[src/rtl/hit_judge.sv]
`timescale 1ns/1ps
// hit_judge -- rhythm-game hit judgment for one note stream.
//
// Watches the song's note code on each beat tick, opens a judgment window
// when a new note lands, and grades the player's button press as PERFECT,
// GOOD or miss. Keeps a saturating score and combo, and flashes a grade
// colour on the full-colour LED.
//
// Ports:
//   CLK     in   system clock
//   RESETN  in   asynchronous reset, active-high (despite the name)
//   tick    in   one-CLK beat strobe
//   en      in   scoring enable; a rising edge starts a fresh song
//   note    in   [3:0] note code, 1..8 = lane 0..7, anything else = rest
//   key     in   [7:0] raw asynchronous push-button levels
//   score   out  [9:0] points, saturating at 999
//   combo   out  [6:0] consecutive hits, saturating at 127
//   rgb     out  [5:0] {R,G,B} grade colour
//   hit_p   out  one-CLK pulse per judged hit
//   miss_p  out  one-CLK pulse per judged miss
//
// Build option: define COMBO_BONUS_EN to award one extra point for every hit
// judged while the combo is already at 10 or more.
module hit_judge #(
    parameter int WINDOW = 4,
    parameter int FLASH  = 8
) (
    input  logic       CLK,
    input  logic       RESETN,
    input  logic       tick,
    input  logic       en,
    input  logic [3:0] note,
    input  logic [7:0] key,
    output logic [9:0] score,
    output logic [6:0] combo,
    output logic [5:0] rgb,
    output logic       hit_p,
    output logic       miss_p
);

    typedef enum logic {
        IDLE,
        WAIT
    } state_t;

    localparam logic [3:0] WIN_LAST   = 4'(WINDOW - 1);
    localparam logic [7:0] FLASH_INIT = 8'(FLASH);
    localparam logic [5:0] RGB_PERF   = 6'b001000;
    localparam logic [5:0] RGB_GOOD   = 6'b000010;
    localparam logic [5:0] RGB_MISS   = 6'b100000;

    state_t     state, state_next;
    logic [7:0] key_s1, key_s2, key_prev;
    logic [3:0] note_prev;
    logic       en_prev;
    logic [3:0] win_cnt, win_next;
    logic [2:0] target, target_next;
    logic [7:0] flash_cnt;

    logic [7:0] press;
    logic       note_valid, onset, en_rise;
    logic       target_hit, other_press, expire;
    logic [3:0] lane_full;
    logic       judge_hit, judge_miss, perfect;
    logic [1:0] pts;
    logic [9:0] score_sum, score_sat;

    // Press detection compares the synchronized level against its own
    // previous registered value, so a held button only counts once.
    assign press       = key_s2 & ~key_prev;
    assign note_valid  = (note >= 4'd1) && (note <= 4'd8);
    assign onset       = tick && note_valid && (note != note_prev);
    assign en_rise     = en && !en_prev;
    assign lane_full   = note - 4'd1;
    assign target_hit  = press[target];
    assign other_press = (|press) && !target_hit;
    assign expire      = tick && (win_cnt == WIN_LAST);

    // Synchronizer, edge history, previous note and enable history.
    always_ff @(posedge CLK or posedge RESETN) begin
        if (RESETN) begin
            key_s1    <= '0;
            key_s2    <= '0;
            key_prev  <= '0;
            note_prev <= '0;
            en_prev   <= 1'b0;
        end else begin
            key_s1   <= key;
            key_s2   <= key_s1;
            key_prev <= key_s2;
            en_prev  <= en;
            if (tick) begin
                note_prev <= note;
            end
        end
    end

    // Judgment state register with its window counter and target lane.
    always_ff @(posedge CLK or posedge RESETN) begin
        if (RESETN) begin
            state   <= IDLE;
            win_cnt <= '0;
            target  <= '0;
        end else begin
            state   <= state_next;
            win_cnt <= win_next;
            target  <= target_next;
        end
    end

    // Next-state and judgment decode. A hit on the pending note takes
    // priority over any miss cause; a fresh onset in the same cycle always
    // re-arms the window for the new note after the old one is settled.
    always_comb begin
        state_next  = state;
        win_next    = win_cnt;
        target_next = target;
        judge_hit   = 1'b0;
        judge_miss  = 1'b0;
        perfect     = 1'b0;
        if (!en || en_rise) begin
            state_next = IDLE;
        end else begin
            case (state)
                IDLE: begin
                    if (onset) begin
                        state_next  = WAIT;
                        win_next    = '0;
                        target_next = lane_full[2:0];
                    end
                end
                WAIT: begin
                    if (target_hit) begin
                        judge_hit  = 1'b1;
                        perfect    = (win_cnt == 4'd0);
                        state_next = IDLE;
                    end else if (other_press || onset || expire) begin
                        judge_miss = 1'b1;
                        state_next = IDLE;
                    end else if (tick) begin
                        win_next = win_cnt + 4'd1;
                    end
                    if (onset) begin
                        state_next  = WAIT;
                        win_next    = '0;
                        target_next = lane_full[2:0];
                    end
                end
                default: state_next = IDLE;
            endcase
        end
    end

    // Points for the current hit, including the optional long-combo bonus.
    // The sum cannot exceed 1002, so 10 bits hold it before saturation.
    always_comb begin
        pts = perfect ? 2'd2 : 2'd1;
`ifdef COMBO_BONUS_EN
        if (combo >= 7'd10) begin
            pts = pts + 2'd1;
        end
`endif
        score_sum = score + 10'(pts);
        score_sat = (score_sum > 10'd999) ? 10'd999 : score_sum;
    end

    // Score, combo, pulses and the LED flash. The flash counter runs on
    // beat ticks and blanks the LED when it expires; a new judgment
    // restarts it.
    always_ff @(posedge CLK or posedge RESETN) begin
        if (RESETN) begin
            score     <= '0;
            combo     <= '0;
            rgb       <= '0;
            hit_p     <= 1'b0;
            miss_p    <= 1'b0;
            flash_cnt <= '0;
        end else begin
            hit_p  <= judge_hit;
            miss_p <= judge_miss;
            if (en_rise) begin
                score     <= '0;
                combo     <= '0;
                rgb       <= '0;
                flash_cnt <= '0;
            end else if (judge_hit) begin
                score     <= score_sat;
                combo     <= (combo == 7'd127) ? 7'd127 : combo + 7'd1;
                rgb       <= perfect ? RGB_PERF : RGB_GOOD;
                flash_cnt <= FLASH_INIT;
            end else if (judge_miss) begin
                combo     <= '0;
                rgb       <= RGB_MISS;
                flash_cnt <= FLASH_INIT;
            end else if (tick && (flash_cnt != 8'd0)) begin
                flash_cnt <= flash_cnt - 8'd1;
                if (flash_cnt == 8'd1) begin
                    rgb <= '0;
                end
            end
        end
    end

endmodule

[config.mk]
export PLATFORM = sky130hd
export DESIGN_NAME = hit_judge
export DESIGN_NICKNAME = d
export VERILOG_FILES = /design/src/rtl/hit_judge.sv
export SDC_FILE = /design/constraint.sdc
export NUM_CORES = 1
export LEC_CHECK = 0
export CAP_MARGIN = 25
export CORE_ASPECT_RATIO = 0.9
export CORE_MARGIN = 2
export CORE_UTILIZATION = 44
export DETAILED_ROUTE_END_ITERATION = 10
export GPL_ROUTABILITY_DRIVEN = 0
export GPL_TIMING_DRIVEN = 0
export PLACE_DENSITY = 0.66
export SYNTH_ARGS = -nofsm -noshare
export SYNTH_HDL_FRONTEND = slang
export SYNTH_SLANG_ARGS = --single-unit
[constraint.sdc]
create_clock -name CLK -period 5.85 [get_ports CLK]
set_input_delay 1.17 -clock CLK [delete_from_list [all_inputs] [get_ports CLK]]
set_output_delay 1.17 -clock CLK [all_outputs]
set_load 0.05 [all_outputs]
# Word-level counts from Yosys, hierarchy flattened
# Index checks and enable logic that the tools add are counted.
# word_totals
input_bits	16
output_inout_bits	25
reg_bits	70
word_cells	101
# classes
n_addsub	5
n_lt_le_gt_ge	4
muxes	43
reduce_logical	23
bitwise_logic	4
eq_ne	8
# op_table
cell	n
8-bit two-way mux	4
10-bit two-way mux	3
6-bit two-way mux	5
7-bit two-way mux	4
4-bit two-way mux	6
1-bit two-way mux	16
10-bit by 2-bit adder with 10-bit output	1
10-bit greater-than comparator (second input constant)	1
8-bit bitwise AND	1
8-bit by 1-bit == test with 1-bit output (second input constant)	1
8-bit inverter	1
4-bit one-hot mux with 2 select lines	1
4-bit nonzero test	2
8-bit nonzero test	1
8-bit OR reduction	1
8-bit by 1-bit subtractor with 8-bit output (second input constant)	1
7-bit by 1-bit adder with 7-bit output (second input constant)	1
7-bit == test (second input constant)	1
1-bit logical AND	7
3-bit != test (second input constant)	2
5-bit AND reduction	1
4-bit by 1-bit adder with 4-bit output (second input constant)	1
4-bit by 2-bit == test with 1-bit output (second input constant)	1
4-bit by 1-bit >= comparator with 1-bit output (second input constant)	1
17 further kinds	23

# Depth between registers and ports, before layout
# depth
word_depth	15
mapped_depth	15
mapped_depth_nobuf	14

# Worst setup path after synthesis
# OpenSTA, ideal clock, no wires.
# synth_path
path_type	input-to-reg
startpoint	input en
endpoint	register score[2]
path_buffers	1
required_ns	5.727
t_arrival_ns	3.530
setup_time_ns	0.123
path_slack_ns	2.198
cell_stages	13
path_cell_list	nand3_1 > or2_4 > inv_2 > buf_2 > nand3_2 > ha_1 > fa_1 > and4_1 > o2bb2ai_1 > a211o_1 > nand4_1 > nand2_1 > o221a_2
# synth_via
elab_chain_cells	9
elab_cells_between_ends	12
classes_between	add/sub (1); order compare (1); mux (6); reduce/logical (4)
# synth_lines
item	line	rtl
start: declaration	31	input logic en,
1-bit logical NOT or 1-bit logical AND (tied branches)	121, 73	
1-bit logical OR	121	if (!en || en_rise) begin
1-bit two-way mux	121	
2-bit two-way mux	157	pts = perfect ? 2'd2 : 2'd1;
10-bit by 2-bit adder with 10-bit output	163	score_sum = score + 10'(pts);
10-bit greater-than comparator	164	score_sat = (score_sum > 10'd999) ? 10'd999 : score_sum;
10-bit two-way mux	164	
10-bit two-way mux	186	end else if (judge_hit) begin
10-bit two-way mux	181	if (en_rise) begin
end signal: assignment	187	score <= score_sat;
end: declaration	34	output logic [9:0] score,
# Several ways; a longest one is shown, not always the timed one. The select of a mux whose other input is x is not followed.
# A chain may end at the register's enable or synchronous reset.

# Worst setup path after layout
# Same ends and word-level chain as after synthesis.

==> out/metrics.yaml <==
timing:
  worst_pin_slew_ns: 0.536
  finalSetupViolCount: 0
  slew_viol_final: 0
  tns_ns: 0
  finalClockSkew_ns: 0.0108
  holdWs_ns: 0.348
  fmax_ghz: 0.237
  setup_slack_ns: 1.63
  slew_headroom: 0.640
  min_period_ns: 4.22
  period_share: 0.721
  rsz0062_at_grt: "no"
  final-hold-violation-count: 0
power:
  p_int_mw: 0.791
  pwr-share-clk: 0.355
  swShare: 0.292
  power.switching_mw: 0.327
  ir_worst_vdd_mv: 0.236
  power_density_nw_per_um2: 291
  combPwrFrac: 0.165
  power_leakage_nw: 1.73
  p_total_mw: 1.12
  seq_power_share: 0.480
place:
  dpl_cell_area_um2: 3640
  place_ws_ns: 1.27
  port_buffers: 36
  hpwl_um: 4200
  dpl.cell_count: 417
synth:
  syn_inst: 285
  ys_ff_latch: 67
  async_flop_share: 1.00
  syn_area_um2: 3140
  ys_seq_area_frac: 0.534
  syn_avg_cell_area_um2: 11.0
  synth_warnings: 0
  synth_cell_type_count: 57
  synthFlopType: "dfrtp_1"
  synth_edf_count: 0
finish:
  final_area_um2: 3850
  final_cells: 433
  area_growth_pct: 22.6
  nets: 362
  fin_util: 0.552
  antenna_cells: 0
  drive_gt1_frac: 0.132
  n_fill_cell: 639
floorplanning:
  dieArea_um2: 7830
  design.core.area_um2: 6970
  die_w_um: 93.0
  initial_core_util: 0.451
  io_pins: 41
  die_y_um: 84.1
  row_count: 29
grt:
  grt_overflow: 0
  grt_pass1_wl_um: 9940
  antenna_found_initial: 0
  track_usage: 0.162
  grt_max_degree: 44
  grt_pass1_vias: 2084
clock_tree:
  clk_latency_ns: 0.35
  cts_made_buffers: 9
  cts_tree: "done"
  htree_levels: 3
  clock_path_buffers: 2
  cts_root_buf: "clkbuf_8"
  post_cts_buffers: 0
  ctsHoldBuffers: 0
  ctsResizeCount: 0
  clock_sinks: 67
  clkTransAtPathRegs_ns: 0.08
worst_setup_path:
  arrival_ns: 4.45
  crit_type: "primary input to flip-flop"
  reg2reg_slack_ns: 2.33
  worst_setup_path_end_kind: "flip-flop"
  critPathMaxFanout: 10
  required_ns: 6.08
  cp-start-kind: "primary input"
detailed_routing:
  wl_per_cell_um: 13.3
  drt_wl_total_um: 5760
  vias: 2234
  detail-route-antenna-nets: 0
  firstDrtPassIters: 4
  vias_per_cell: 5.16
  drc: 0
  drt_iter0_drc: 63
min_path:
  hold_class: "flip-flop to flip-flop"
outcome:
  outcome: "complete, no violations"
run:
  max_cap_viol_count: 0
==> synthesized netlist by cell type, drive strengths merged (5+ instances only) <==
cell / count / area share
o21ai: 10 / 0.016
dfrtp: 67 / 0.53
inv: 12 / 0.014
ha: 10 / 0.040
nor2b: 9 / 0.018
nand2b: 5 / 0.010
nand3: 21 / 0.035
a22o: 10 / 0.028
nand2: 22 / 0.026
nor3: 5 / 0.0080
xor2: 11 / 0.031
mux2: 7 / 0.025
a21oi: 7 / 0.012
nor4: 6 / 0.012
buf: 11 / 0.021
nor2: 18 / 0.022
==> worst paths after layout <==
path / cells past startpoint / endpoint / from
setup / recovery: 14 / score[2] / en
hold / removal: 0 / key_s2[2] / key_s1[2]
setup reg to reg: 15 / score[2] / key_s2[2]
hold reg to reg: 0 / key_s2[2] / key_s1[2]
max in group asynchronous: 3 / score[0] / RESETN
min in group asynchronous: 2 / key_s1[0] / RESETN
==> critical path: stages <==
cell and delay [ns]:
clkdlybuf4s50_1 0.55, nand3_1 0.15, or2_4 0.30, inv_2 0.08, buf_2 0.22, nand3_2 0.11
ha_1 0.24, fa_1 0.43, and4_1 0.22, o2bb2ai_1 0.14, a211o_1 0.22, nand4_1 0.21
nand2_1 0.14, o221a_2 0.27
==> sequential cells by signal, indices dropped and copies added, names as in the netlist, 3 cells and up <==
signal and count:
combo 7, flash_cnt 8, key_prev 8, key_s1 8
key_s2 8, note_prev 4, rgb 3, score 10
target 3, win_cnt 4
==> per-layer routing <==
metal  track usage  vias up  wire [µm]
met5             0        -          0
met3        0.0583        5        281
met1         0.225     1071       2800
met4        0.0441        0         59
li1              -     1110          -
met2         0.243       48       2630
==> cell type report <==
cell class,count,area (µm²),share of cell area
plain buffers,13,72.6,0.0189
clock buffers,9,124,0.0322
clock inverters,7,81.3,0.0211
inverters,12,45.0,0.0117
multi-input cells,195,1350,0.351
flip-flops and latches,67,1680,0.436
well taps,93,116,0.0302
repair buffers,37,380,0.0988
==> cells by family after synthesis <==
| logic type | count (synthesis) | synth area share |
|---|---|---|
| xor gates and xnor gates | 12 | 0.0335 |
| and+or+nand+nor | 107 | 0.180 |
| muxes | 12 | 0.0490 |
| DFF | 67 | 0.534 |
| buffers and inverters | 25 | 0.0375 |
| other | 1 | 0.00119 |
| AOI/OAI and AO/OA | 50 | 0.119 |
| adders and majority gates | 11 | 0.0462 |
==> power by group through the flow <==
stage | clock network [mW] | logic, mW | registers, mW
floorplan | 0 | 0.136 | 0.544
global placement | 0 | 0.176 | 0.544
detailed placement | 0 | 0.186 | 0.546
CTS | 0.411 | 0.188 | 0.537
global route | 0.430 | 0.209 | 0.543
finish | 0.397 | 0.184 | 0.537
==> cells in the final DEF (no fill, tap or decap), drive strengths merged, types with 11 or more instances in the layout <==
| cell type | count |
|---|---|
| buf | 12 |
| clkbuf | 11 |
| clkdlybuf4s50 | 36 |
| dfrtp | 67 |
| inv | 16 |
| nand2 | 22 |
| nand3 | 21 |
| nor2 | 18 |
| xor2 | 11 |
No activity file was read; power rests on OpenSTA's default activity.
